$ cat src/rtl/gpr_multi.sv
// Multi-port general-purpose register file: NUM_RD combinational read ports, two write ports
// (port 1 wins on same-address collision), optional hard-wired zero register; GPR_BYPASS_EN enables write-to-read bypass.
module gpr_multi #(
    parameter int DATA_W   = 32,
    parameter int ADDR_W   = 5,
    parameter int NUM_RD   = 2,
    parameter int ZERO_REG = 1
) (
    input  logic                     clk,
    input  logic                     reset,
    input  logic                     we0,
    input  logic [ADDR_W-1:0]        waddr0,
    input  logic [DATA_W-1:0]        wdata0,
    input  logic                     we1,
    input  logic [ADDR_W-1:0]        waddr1,
    input  logic [DATA_W-1:0]        wdata1,
    input  logic [NUM_RD*ADDR_W-1:0] raddr,
    output logic [NUM_RD*DATA_W-1:0] rdata
);

    localparam int DEPTH = 2 ** ADDR_W;

    logic [DATA_W-1:0] mem_q [DEPTH];
    logic [DATA_W-1:0] mem_d [DEPTH];

    logic wr0_ok;
    logic wr1_ok;

    // Writes to register 0 are squashed here so neither storage nor bypass can see them.
    assign wr0_ok = we0 && !((ZERO_REG != 0) && (waddr0 == '0));
    assign wr1_ok = we1 && !((ZERO_REG != 0) && (waddr1 == '0));

    always_comb begin
        mem_d = mem_q;
        // NOTE: blocking assignments in order make the later port-1 write override port 0 on a shared address.
        if (wr0_ok) mem_d[waddr0] = wdata0;
        if (wr1_ok) mem_d[waddr1] = wdata1;
    end

    always_ff @(posedge clk or negedge reset) begin
        if (!reset) begin
            // NOTE: every entry is reset here because the pipeline relies on a known-zero register file.
            for (int i = 0; i < DEPTH; i++) mem_q[i] <= '0;
        end else begin
            mem_q <= mem_d;
        end
    end

    for (genvar k = 0; k < NUM_RD; k++) begin : g_rd
        logic [ADDR_W-1:0] ra;
        logic [DATA_W-1:0] rd_val;

        assign ra = raddr[k*ADDR_W +: ADDR_W];

        always_comb begin
            rd_val = mem_q[ra];
`ifdef GPR_BYPASS_EN
            if (wr0_ok && (waddr0 == ra)) rd_val = wdata0;
            if (wr1_ok && (waddr1 == ra)) rd_val = wdata1;
`endif
            if ((ZERO_REG != 0) && (ra == '0)) rd_val = '0;
        end

        assign rdata[k*DATA_W +: DATA_W] = rd_val;
    end

endmodule
$ cat config.mk
export PLATFORM = sky130hd
export DESIGN_NAME = gpr_multi
export DESIGN_NICKNAME = d
export VERILOG_FILES = /design/src/rtl/gpr_multi.sv
export SDC_FILE = /design/constraint.sdc
export NUM_CORES = 2
export LEC_CHECK = 0
export BUFFER_PORTS_ARGS = -buffer_cell sky130_fd_sc_hd__buf_2
export CORE_ASPECT_RATIO = 0.7
export CORE_MARGIN = 1.5
export CORE_UTILIZATION = 64
export CTS_BUF_LIST = sky130_fd_sc_hd__clkbuf_8 sky130_fd_sc_hd__clkbuf_16
export DETAILED_ROUTE_END_ITERATION = 10
export PLACE_DENSITY = 0.88
export SLEW_MARGIN = 10
export SYNTH_ARGS = -nofsm -noshare
export SYNTH_HDL_FRONTEND = slang
export SYNTH_SLANG_ARGS = --single-unit
$ cat constraint.sdc
create_clock -name clk -period 1.6 [get_ports clk]
set_input_delay 0 -clock clk [delete_from_list [all_inputs] [get_ports clk]]
set_output_delay 0 -clock clk [all_outputs]
set_load 0.02 [all_outputs]
==> results of run 1 <==
==> logic make-up after synthesis <==
family          Yosys count  synth area share, %
mux                    1711                 33.9
simple gates           1280                 8.31
flops                  1024                 40.1
buf+inv                 751                 5.35
compound gates         1376                 12.3
==> metal layers <==
metal | overflow | GRT usage [%]
met1 | 0 | 77.6
met2 | 3 | 88.0
met3 | 3 | 75.9
met4 | 3 | 74.8
met5 | 0 | 64.0
==> through the flow <==
step	util, %	worst slack [ns]	hold slack (ns)
floorplan	-	0.0147	-0.296
global placement	75.2	-0.534	-0.0760
detailed placement	75.2	-0.579	-0.0877
CTS	80.8	-1.02	0.0190
==> timing repair <==
item,CTS
endpoints found under the hold margin,2012
pin swaps,40
buffers inserted,35
hold buffers,97
resized for setup,255
setup endpoints to repair,64
==> impl_metrics.yaml, run 1 <==
outcome:
  outcome: "stopped before the end"
  failed_stage: "global routing (5_1_grt)"
  error_line: "[ERROR GRT-0116] Global routing finished with congestion. Check the congestion regions in the DRC Viewer."
logic_synthesis:
  synthFlopType: "dfrtp_1"
  ys_top_cells_by_area: "dfrtp_1 40%, mux2i_1 20%, mux4_2 12%"
  synth_nets: 6230
  syn-instance-count: 6142
  ys_top_cells_by_count: "1295 x mux2i_1, 1024 x dfrtp_1, 641 x a21oi_1"
  synth.most_common_cell: "mux2i_1"
  seq_area_frac_synth_pct: 40.1
  ys_ff_latch: 1024
  syn_area_mm2: 0.0638
  synth_top_cell_area_share_pct: 40.1
  synth_cell_type_count: 52
  async_reset_ff_share_pct: 100
  ys_warn_count: 0
  yosysTopAreaCell: "dfrtp_1"
  avgSynthCellArea_um2: 10.4
  synth_edf_count: 0
clock_network:
  htreeDepth: 3
  cts_buffers: 98
  clkSinkCount: 1024
  clockBufferDepth: 3
  cts_root_buf: "clkbuf_16"
grt:
  grt_overflow: 9
  grt_pass1_vias: 81000
  grt_usage_pct: 79.4
  grt_max_degree: 93
  grt_pass1_wl_um: 579000
floorplan:
  die_x_um: 380
  fp-row-count: 96
  die_h_um: 267
  initial_core_util_pct: 64.9
  io_pins: 152
placement:
  place_congestion: 1.05
  dp_hpwl_um: 183000
  post_dp_cell_area_mm2: 0.0740
  dp_cells: 7905
  port_buffers: 151
==> inputs of run 2 (changes only) <==
Settings changed: CORE_ASPECT_RATIO 0.7 to not set, CORE_UTILIZATION 64 to 40, CTS_BUF_LIST sky130_fd_sc_hd__clkbuf_8 sky130_fd_sc_hd__clkbuf_16 to not set, PLACE_DENSITY 0.88 to not set, PLACE_DENSITY_LB_ADDON set to 0.15.
==> impl_metrics.yaml, run 2 <==
clock_network:
  clkSinkCount: 1024
  cts_root_buf: "clkbuf_16"
  cts_buffers: 121
  clkTransAtPathRegs_ns: 0.06
  cts_tree: "yes"
  htreeDepth: 3
  clk-insertion-delay-late_ns: 0.75
  clockBufferDepth: 3
worst_setup_path:
  required_ns: 1.60
  critPathKind: "reg -> out"
  worstReg2RegStart: "mem_q[984]"
  cp-end-kind: "output pin"
  r2r_end: "mem_q[984]"
  cp.arrival_ns: 2.62
  setup.worst_path.start_class: "register"
  rr_worst_depth: 4
  path_max_fanout: 3
  r2r_setup_slack_ns: 0.16
cells_and_area:
  nNetsFinal: 7047
  syn_to_final_growth_pct: 31.5
  largest_reg_flops: 1024
  layout-drive-gt1-share_pct: 31.5
  nFillCells: 13800
  final_common_cell: "mux2i_1"
  final_cell_mix: "1293 x mux2i_1, 1024 x dfrtp_1, 918 x buf_4"
  layout_top_registers: "mem_q x1024"
  top_register: "mem_q"
sta:
  fin_crit_sh_pct: 164
  final-hold-violation-count: 0
  worst_slack_ns: -1.02
  drv_slew: 0
  setup_violations: 64
  maxSlewHeadroom_pct: 24.3
  setup_tns_ns: -54.20
  fmax_ghz: 0.381
  fin_crit_ns: 2.62
  rsz0062_at_grt: "true"
  worst_slew_pin_slew_ns: 1.14
  fin_hold_ws_ns: 0.0147
  fin_worst_skew_ns: 0
job:
  cap_viol_max_count: 0
drt:
  drcViolationCount: 0
  postRouteAntennaNets: 0
  drt_iter0_markers: 6773
  routedWlPerCell_um: 32.8
  avgViaCountPerCell: 6.21
  dr_total_vias: 56800
  drtPass1Iterations: 5
  drt_wl_total_um: 299000
logic_synthesis:
  syn-instance-count: 6142
  avgSynthCellArea_um2: 10.4
  ys_warn_count: 0
  synth.most_common_cell: "mux2i_1"
  synthFlopType: "dfrtp_1"
  ys_top_cells_by_area: "dfrtp_1 40%, mux2i_1 20%, mux4_2 12%"
  seq_area_frac_synth_pct: 40.1
  ys_ff_latch: 1024
  yosysTopAreaCell: "dfrtp_1"
  ys_top_cells_by_count: "1295 x mux2i_1, 1024 x dfrtp_1, 641 x a21oi_1"
  syn_area_mm2: 0.0638
  synth_cell_type_count: 52
  synth_top_cell_area_share_pct: 40.1
  synth_edf_count: 0
  synth_nets: 6230
  async_reset_ff_share_pct: 100
hold_path:
  hold-path-endpoint: "mem_q[991]"
  hold_depth: 6
  hp-class: "in -> reg"
  min_from: "waddr1[4]"
floorplan:
  initial_core_util_pct: 40.3
  die_x_um: 402
  dieArea_mm2: 0.162
  io_pins: 152
  core_region_area_mm2: 0.158
  fp-row-count: 146
  die_h_um: 402
grt:
  grt_pass1_wl_um: 423000
  grt_overflow: 0
  grt_usage_pct: 36.3
  grt_pass1_vias: 56200
  grt_max_degree: 92
  antenna_found_initial: 10
placement:
  port_buffers: 151
  dp_hpwl_um: 195000
  place_congestion: 0.943
power_and_ir_drop:
  p_per_area_mw_per_mm2: 1170
  p_leak_nw: 38.3
  irDropWorstVdd_uv: 1030
outcome:
  outcome: "finished with violations"
  violations: "setup timing"
[run 2: cell type report]
| class | instances | area (um^2) | share of cell area [%] |
|---|---|---|---|
| clock inverters | 33 | 320 | 0.381 |
| diodes | 4 | 10.0 | 0.0119 |
| well taps | 2072 | 2590 | 3.09 |
| repair buffers | 1442 | 14600 | 17.4 |
| multi-input cells | 4367 | 37100 | 44.2 |
| inverters | 3 | 13.8 | 0.0164 |
| flip-flops and latches | 1024 | 25600 | 30.5 |
| clock buffers | 192 | 3730 | 4.44 |
[run 2: worst max path at each step]
stage | start | to | slack, ns | cells past startpoint
CTS | mem_q[526] | rdata[14] | -1.03 | 5
global placement | raddr[0] | rdata[14] | -0.61 | 7
global route | mem_q[526] | rdata[14] | -1.08 | 5
floorplan | raddr[5] | rdata[37] | 0.01 | 7
finish | mem_q[526] | rdata[14] | -1.02 | 5
detailed placement | raddr[7] | rdata[46] | -0.61 | 7
[run 2: routing by layer]
layer / wire [um] / vias up / GRT usage (%)
met4: 17900 / 12 / 18.4
li1: - / 24100 / -
met1: 119000 / 28500 / 48.1
met2: 134000 / 3261 / 55.9
met5: 73 / - / 0
met3: 28500 / 838 / 8.11
[run 2: logic make-up after synthesis]
family / Yosys count / synth area share, %
simple gates: 1280 / 8.31
buf+inv: 751 / 5.35
compound gates: 1376 / 12.3
flops: 1024 / 40.1
mux: 1711 / 33.9
[run 2: worst max-delay path, cell delays in order, from the launching register on]
cell and delay, ns:
dfrtp_1 0.40, mux4_2 0.47, mux2_4 0.28, a221oi_4 0.39
a211oi_2 0.12, buf_4 0.18
[run 2: metrics by stage]
step | cell area (um^2) | setup WS, ns | instances | util (%) | total power, mW
3_5_place_dp | 76900 | -0.607 | 8794 | 48.5 | 67.0
5_1_grt | 84000 | -1.08 | 9134 | 53.0 | 103
2_1_floorplan | 64100 | 0.0147 | 6142 | - | 52.9
6_report | 84000 | -1.02 | 9137 | 53.0 | 98.5
4_1_cts | 83600 | -1.03 | 9124 | 52.8 | 97.9
3_3_place_gp | 76900 | -0.610 | 8794 | 48.5 | 66.3
[run 2: repair_timing]
item	in CTS	in global routing
gates cloned	0	1
hold endpoints to repair	2016	0
setup endpoints to repair	64	400
hold buffers	106	0
buffers inserted	15	8
resized for setup	339	67
pin swaps	68	38
[run 2: power by group]
group	total, mW	internal, mW	switching, mW
Combinational	32.2	18.0	14.2
Sequential	37.5	32.6	4.83
Clock	28.8	16.5	12.3
Total	98.5	67.1	31.4
No activity file was read; power rests on OpenSTA's default activity.
